<file path="config.mk">
export PLATFORM = sky130hd
export DESIGN_NAME = tdm_frame_engine
export DESIGN_NICKNAME = d
export VERILOG_FILES = /design/src/rtl/tdm_frame_engine.sv
export SDC_FILE = /design/constraint.sdc
export NUM_CORES = 1
export LEC_CHECK = 0
export ABC_AREA = 0
export CORE_ASPECT_RATIO = 1.75
export CORE_UTILIZATION = 40
export CTS_CLUSTER_SIZE = 16
export DETAILED_ROUTE_END_ITERATION = 8
export HOLD_SLACK_MARGIN = 0.02
export SYNTH_ARGS = -nofsm -noshare
export SYNTH_HDL_FRONTEND = slang
export SYNTH_SLANG_ARGS = --single-unit
</file>
<file path="constraint.sdc">
create_clock -name clk50 -period 2.2 [get_ports clk50]
set_clock_uncertainty 0.2 [all_clocks]
set_input_delay 0.55 -clock clk50 [delete_from_list [all_inputs] [get_ports clk50]]
set_output_delay 0.55 -clock clk50 [all_outputs]
set_load 0.05 [all_outputs]
</file>
<file path="src/rtl/tdm_frame_engine.sv">
// TDM frame timing and loopback engine: recovers slot/frame position from c4/f0,
// drives the slot test pattern, a decimated CPU interrupt and the STM delay line.
module tdm_frame_engine #(
  parameter int unsigned SLOTS_PER_FRAME = 64,
  parameter int unsigned PATTERN_HALF    = 2,
  parameter int unsigned FRAMES_PER_INT  = 8,
  parameter int unsigned DELAY_BITS      = 384,
  parameter int unsigned SYNC_STAGES     = 2
) (
  input  logic                               clk50,
  input  logic                               reset_n,
  input  logic                               c4,
  input  logic                               f0,
  input  logic                               clk_from_stm,
  input  logic                               data_from_stm,
  input  logic                               int_ack,
  input  logic                               err_clr,
  output logic                               test_120,
  output logic                               data_to_stm,
  output logic                               cpu_int,
  output logic [$clog2(SLOTS_PER_FRAME)-1:0] slot_idx,
  output logic                               locked,
  output logic                               frame_err
);

  localparam int unsigned SLOT_W   = $clog2(SLOTS_PER_FRAME);
  localparam int unsigned FCNT_W   = (FRAMES_PER_INT > 1) ? $clog2(FRAMES_PER_INT) : 1;
  localparam int unsigned START_W  = $clog2(SYNC_STAGES + 2);
  localparam int unsigned PAT_SHIFT = $clog2(PATTERN_HALF);

  localparam logic [SLOT_W-1:0]  LAST_SLOT  = SLOT_W'(SLOTS_PER_FRAME - 1);
  localparam logic [FCNT_W-1:0]  FCNT_LAST  = FCNT_W'(FRAMES_PER_INT - 1);
  localparam logic [START_W-1:0] START_DONE = START_W'(SYNC_STAGES + 1);

  logic [SYNC_STAGES-1:0] c4_sync_q, c4_sync_d;
  logic [SYNC_STAGES-1:0] f0_sync_q, f0_sync_d;
  logic [SYNC_STAGES-1:0] sck_sync_q, sck_sync_d;
  logic [SYNC_STAGES-1:0] dat_sync_q, dat_sync_d;
  logic                   c4_hist_q, c4_hist_d;
  logic                   sck_hist_q, sck_hist_d;
  logic [START_W-1:0]     start_cnt_q, start_cnt_d;
  logic [SLOT_W-1:0]      slot_idx_q, slot_idx_d;
  logic                   test_120_q, test_120_d;
  logic                   locked_q, locked_d;
  logic                   seen_q, seen_d;
  logic                   prev_done_q, prev_done_d;
  logic [FCNT_W-1:0]      fcnt_q, fcnt_d;
  logic                   cpu_int_q, cpu_int_d;
  logic                   frame_err_q, frame_err_d;
  logic [DELAY_BITS-1:0]  sr_q, sr_d;
  logic                   data_to_stm_q, data_to_stm_d;

  logic              c4_s, f0_s, sck_s, dat_s;
  logic              edges_en, c4_rise, sck_rise, sck_fall;
  logic              frame_done, int_set, err_set;
  logic [SLOT_W-1:0] pat_quot;

  assign c4_s  = c4_sync_q[SYNC_STAGES-1];
  assign f0_s  = f0_sync_q[SYNC_STAGES-1];
  assign sck_s = sck_sync_q[SYNC_STAGES-1];
  assign dat_s = dat_sync_q[SYNC_STAGES-1];

  assign edges_en = (start_cnt_q == START_DONE);
  assign c4_rise  = edges_en & c4_s & ~c4_hist_q;
  assign sck_rise = edges_en & sck_s & ~sck_hist_q;
  assign sck_fall = edges_en & ~sck_s & sck_hist_q;

  // Pattern phase is the slot index divided by the (power-of-two) half period.
  assign pat_quot = slot_idx_q >> PAT_SHIFT;

  always_comb begin
    c4_sync_d     = {c4_sync_q[SYNC_STAGES-2:0], c4};
    f0_sync_d     = {f0_sync_q[SYNC_STAGES-2:0], f0};
    sck_sync_d    = {sck_sync_q[SYNC_STAGES-2:0], clk_from_stm};
    dat_sync_d    = {dat_sync_q[SYNC_STAGES-2:0], data_from_stm};
    c4_hist_d     = c4_s;
    sck_hist_d    = sck_s;
    start_cnt_d   = edges_en ? start_cnt_q : start_cnt_q + START_W'(1);
    slot_idx_d    = slot_idx_q;
    test_120_d    = test_120_q;
    locked_d      = locked_q;
    seen_d        = seen_q;
    prev_done_d   = prev_done_q;
    fcnt_d        = fcnt_q;
    sr_d          = sr_q;
    data_to_stm_d = data_to_stm_q;
    frame_done    = 1'b0;
    int_set       = 1'b0;
    err_set       = 1'b0;

    if (c4_rise) begin
      if (!f0_s) begin
        slot_idx_d  = '0;
        locked_d    = 1'b1;
        seen_d      = 1'b1;
        prev_done_d = 1'b0;
      end else if (seen_q) begin
        prev_done_d = 1'b0;
        // Missing f0 after a wrap: flag it, restart decimation, keep counting slots.
        if (prev_done_q) begin
          err_set  = 1'b1;
          locked_d = 1'b0;
          fcnt_d   = '0;
        end
        if (slot_idx_q == LAST_SLOT) begin
          frame_done  = 1'b1;
          prev_done_d = 1'b1;
          test_120_d  = 1'b0;
          slot_idx_d  = '0;
          if (locked_q) begin
            if (fcnt_q == FCNT_LAST) begin
              fcnt_d  = '0;
              int_set = 1'b1;
            end else begin
              fcnt_d = fcnt_q + FCNT_W'(1);
            end
          end
        end else begin
          test_120_d = ~pat_quot[0];
          slot_idx_d = slot_idx_q + SLOT_W'(1);
        end
      end
    end

    if (int_set)                   cpu_int_d = 1'b1;
    else if (int_ack | frame_done) cpu_int_d = 1'b0;
    else                           cpu_int_d = cpu_int_q;

    if (err_set)      frame_err_d = 1'b1;
    else if (err_clr) frame_err_d = 1'b0;
    else              frame_err_d = frame_err_q;

    if (sck_fall) sr_d = DELAY_BITS'({sr_q, dat_s});
    if (sck_rise) data_to_stm_d = sr_q[DELAY_BITS-1];
  end

  always_ff @(posedge clk50 or negedge reset_n) begin
    if (!reset_n) begin
      c4_sync_q     <= '0;
      f0_sync_q     <= '0;
      sck_sync_q    <= '0;
      dat_sync_q    <= '0;
      c4_hist_q     <= 1'b0;
      sck_hist_q    <= 1'b0;
      start_cnt_q   <= '0;
      slot_idx_q    <= '0;
      test_120_q    <= 1'b0;
      locked_q      <= 1'b0;
      seen_q        <= 1'b0;
      prev_done_q   <= 1'b0;
      fcnt_q        <= '0;
      cpu_int_q     <= 1'b0;
      frame_err_q   <= 1'b0;
      sr_q          <= '0;
      data_to_stm_q <= 1'b0;
    end else begin
      c4_sync_q     <= c4_sync_d;
      f0_sync_q     <= f0_sync_d;
      sck_sync_q    <= sck_sync_d;
      dat_sync_q    <= dat_sync_d;
      c4_hist_q     <= c4_hist_d;
      sck_hist_q    <= sck_hist_d;
      start_cnt_q   <= start_cnt_d;
      slot_idx_q    <= slot_idx_d;
      test_120_q    <= test_120_d;
      locked_q      <= locked_d;
      seen_q        <= seen_d;
      prev_done_q   <= prev_done_d;
      fcnt_q        <= fcnt_d;
      cpu_int_q     <= cpu_int_d;
      frame_err_q   <= frame_err_d;
      sr_q          <= sr_d;
      data_to_stm_q <= data_to_stm_d;
    end
  end

  assign test_120    = test_120_q;
  assign data_to_stm = data_to_stm_q;
  assign cpu_int     = cpu_int_q;
  assign slot_idx    = slot_idx_q;
  assign locked      = locked_q;
  assign frame_err   = frame_err_q;

endmodule

</file>
==> impl_metrics.env, run 1 <==
export IMPL_routedWlPerCell_um=13.6
export IMPL_grt_first_pass_wirelength_mm=36.8
export IMPL_critical_path_cell_count=1
export IMPL_number_of_warnings_issued_by_yosys=0
export IMPL_crit_path_end_kind="output pin"
export IMPL_synth_top_cells_by_count="sky130_fd_sc_hd__dfrtp_1, sky130_fd_sc_hd__mux2_2, sky130_fd_sc_hd__buf_2, sky130_fd_sc_hd__mux2_1, sky130_fd_sc_hd__nand2_1"
export IMPL_syn_cell_area_um2=15300
export IMPL_clk_pin_slew_worst_paths_ps=60
export IMPL_crit_buf_inv=1
export IMPL_all_layer_gr_usage_pct=11.3
export IMPL_initial_utilization_pct=40.7
export IMPL_area_delta_synth_final_pct=15.3
export IMPL_number_of_max_slew_violations_in_the_final_report=0
export IMPL_p_clk_share_pct=43.5
export IMPL_synth_area_top_cells="sky130_fd_sc_hd__dfrtp_1, sky130_fd_sc_hd__mux2_2, sky130_fd_sc_hd__mux2_1"
export IMPL_std_cell_rows=94
export IMPL_pin_count_of_the_biggest_net_entering_global_routing=57
export IMPL_tns_ps=0
export IMPL_netlist_cell_type_count=31
export IMPL_tritoncts_num_sinks=412
export IMPL_antenna_diode_count=0
export IMPL_post_synth_cell_area_avg_um2=16.9
export IMPL_rsz0062_at_grt="false"
export IMPL_die_area_um2=39100
export IMPL_p_int_mw=12.2
export IMPL_drtPass1Iterations=4
export IMPL_period_share_pct=93.0
export IMPL_grt_util_met2_pct=20.1
export IMPL_core_area_um2=37600
export IMPL_number_of_fill_cells_in_the_layout=3317
export IMPL_final_hold_violation_count=0
export IMPL_cts_path_max_buffers=3
export IMPL_critical_path_maximum_fanout=8
export IMPL_power_frac_seq_pct=50.7
export IMPL_netlist_area_leader_share_pct=67.2
export IMPL_worstRegToRegCells=5
export IMPL_worst_endpoint_required_ps=1450
export IMPL_power_net_switching_mw=3.34
export IMPL_post_synth_inst_count=909
export IMPL_critical_path_max_stage_delay_ps=510
export IMPL_route_final_wire_length_mm=19.9
export IMPL_worst_hold_path_num_cells=0
export IMPL_result_of_the_run="finished, final reports clean"
export IMPL_gr_usage_met1_pct=13.2
export IMPL_busiest_layer="met2"
export IMPL_cts_hold_buffers=1
export IMPL_max_freq_mhz=489
export IMPL_power_switching_share_pct=21.5
export IMPL_gp_congestion=0.700
export IMPL_critical_path_top_delay_family="flip-flops"
export IMPL_design_portCount=19
export IMPL_vdd_drop_max_v=0.000492
export IMPL_syn_nets=921
export IMPL_port_buffers=18
export IMPL_count_of_antenna_violating_nets_left_after_detailed_routing=0
export IMPL_ys_flop_type="sky130_fd_sc_hd__dfrtp_1"
export IMPL_die_height_um=261
export IMPL_tritoncts="yes"
export IMPL_number_of_synthesized_flops_with_an_enable_pin=0
export IMPL_synth_async_sr_flop_share_pct=100
export IMPL_worst_setup_path_type="reg2out"
export IMPL_timing_hold_worst_class="reg2reg"
export IMPL_p_total_mw=15.5
export IMPL_yosysSeqAreaShare_pct=67.2
export IMPL_post_drt_via_cell_ratio=4.89
export IMPL_setup_viol=0
export IMPL_maxSlewHeadroom_pct=64.9
export IMPL_yosysTopAreaCell="sky130_fd_sc_hd__dfrtp_1"
export IMPL_cell_pwr_density_nw_per_um2=878
export IMPL_detailedRoute_firstIterationViolations=246
export IMPL_timing_reg2reg_setup_slack_ps=260
export IMPL_met3_usage_pct=2.25
export IMPL_leakagePower_nw=9.09
export IMPL_cp_cell_sequence="buf_4"
export IMPL_synth_most_common_cell="sky130_fd_sc_hd__dfrtp_1"
export IMPL_total_number_of_vias=7164
export IMPL_grt_antenna_before_repair=0
export IMPL_finalCriticalPeriod_ps=2050
export IMPL_drc=0
export IMPL_drv_cap=0
export IMPL_startpoint_type="flop"
export IMPL_cts_htree_levels=2
export IMPL_post_dp_hpwl_mm=12.3
export IMPL_crit_arrival_ps=1300
export IMPL_grt_pass1_vias=7929
export IMPL_cts_resized=0
export IMPL_fp_dieW_um=150
export IMPL_max_slew_worst_pin_slew_ps=527
export IMPL_clock_tree_root_cell="sky130_fd_sc_hd__clkbuf_16"
export IMPL_synth_seq_cells=412
export IMPL_worstSkewPairLatency_ps=530
export IMPL_grt_remaining_overflow=0
export IMPL_post_cts_repair_setup_buffers=0
export IMPL_critPathSlowestCell="sky130_fd_sc_hd__dfrtp_1"
export IMPL_p_comb_share_pct=5.8
export IMPL_layout_drive_gt1_share_pct=47.8
export IMPL_finish_net_count=969
export IMPL_numCtsBuffers=37
[layout by cell type (no fill, tap or decap), drive strengths merged, types with 4 or more instances in the layout]
cell	netlist	routed
dfrtp	412	412
mux2	387	387
clkbuf	1	49
buf	45	48
nand2	9	9
clkinv	0	9
o21ai	7	7
bufinv	0	6
clkdlybuf4s50	0	6
nand3	6	6
inv	4	6
nor2	4	4
ha	4	4
[state kept, by name, indices dropped and copies added, names as in the netlist]
signal and flops:
c4_hist_q 1, c4_sync_q 2, cpu_int 1, dat_sync_q 2
data_to_stm 1, f0_sync_q 2, fcnt_q 3, frame_err 1
locked 1, prev_done_q 1, sck_hist_q 1, sck_sync_q 2
seen_q 1, slot_idx 6, sr_q 384, start_cnt_q 2
test_120 1
[final timing paths]
check / from / end
worst max-delay path: slot_idx[0] / slot_idx[0]
worst min-delay path: c4_sync_q[0] / c4_sync_q[1]
worst max register to register: start_cnt_q[0] / sr_q[151]
worst min register to register: c4_sync_q[0] / c4_sync_q[1]
max in group asynchronous: reset_n / sr_q[298]
min in group asynchronous: reset_n / sr_q[24]
[area by class of cell]
cell class / count / area, um2 / share of cell area [%]
multi-input cells: 447 / 4760 / 26.9
well taps: 480 / 601 / 3.40
clock inverters: 17 / 243 / 1.37
inverters: 4 / 15.0 / 0.0850
repair buffers: 55 / 701 / 3.97
clock buffers: 49 / 1040 / 5.89
flip-flops and latches: 412 / 10300 / 58.3
[per-layer routing]
layer / wire [um] / share of wire (%) / vias to the layer above
met1: 8250 / 41 / 3780
met4: 606 / 3.0 / 0
li1: - / - / 3294
met3: 571 / 2.9 / 35
met2: 10500 / 53 / 55
met5: 0 / 0 / -
[power groups by stage]
stage	clock, mW	combinational [mW]	sequential [mW]
floorplan	0	0.415	8.11
global placement	0	0.902	8.01
detailed placement	0	0.918	8.01
CTS	7.04	0.920	7.87
global route	7.33	0.983	7.88
finish	6.75	0.892	7.87
[logic make-up after synthesis]
family	Yosys count	synth area share, %
buffers and inverters	50	1.71
multiplexers	387	28.4
XOR/XNOR	1	0.0571
AND/OR/NAND/NOR	32	1.25
adder cells (fa/ha/maj)	4	0.326
flip-flops	412	67.2
AO/OA/AOI/OAI	23	0.996
[worst register-to-register path, delay by kind of cell (launching register included)]
family,cells,cell delay (ps)
buffers and inverters,2,420
adders and majority gates,1,250
DFF,1,400
and+or+nand+nor,1,190
muxes,1,350
[stage by stage]
| step | utilization, % | instance area [um2] | cells | hold slack, ps | setup WS [ps] |
|---|---|---|---|---|---|
| 6_report | 47.0 | 17700 | 1464 | 144 | 154 |
| 5_1_grt | 47.0 | 17700 | 1464 | 153 | 103 |
| 4_1_cts | 47.0 | 17700 | 1464 | 146 | 126 |
| 3_5_place_dp | 43.5 | 16400 | 1397 | 136 | 252 |
| 3_3_place_gp | 43.5 | 16400 | 1397 | 135 | 277 |
| 2_1_floorplan | - | 15300 | 909 | 54.4 | 258 |
Note: power is estimated with default switching activity, not from simulation.
==> run 2: changes to the inputs <==
HOLD_SLACK_MARGIN = not set   (was 0.02)
==> results of run 2 <==
Same layout as run 1: the final DEF is identical, and so are final timing and power.
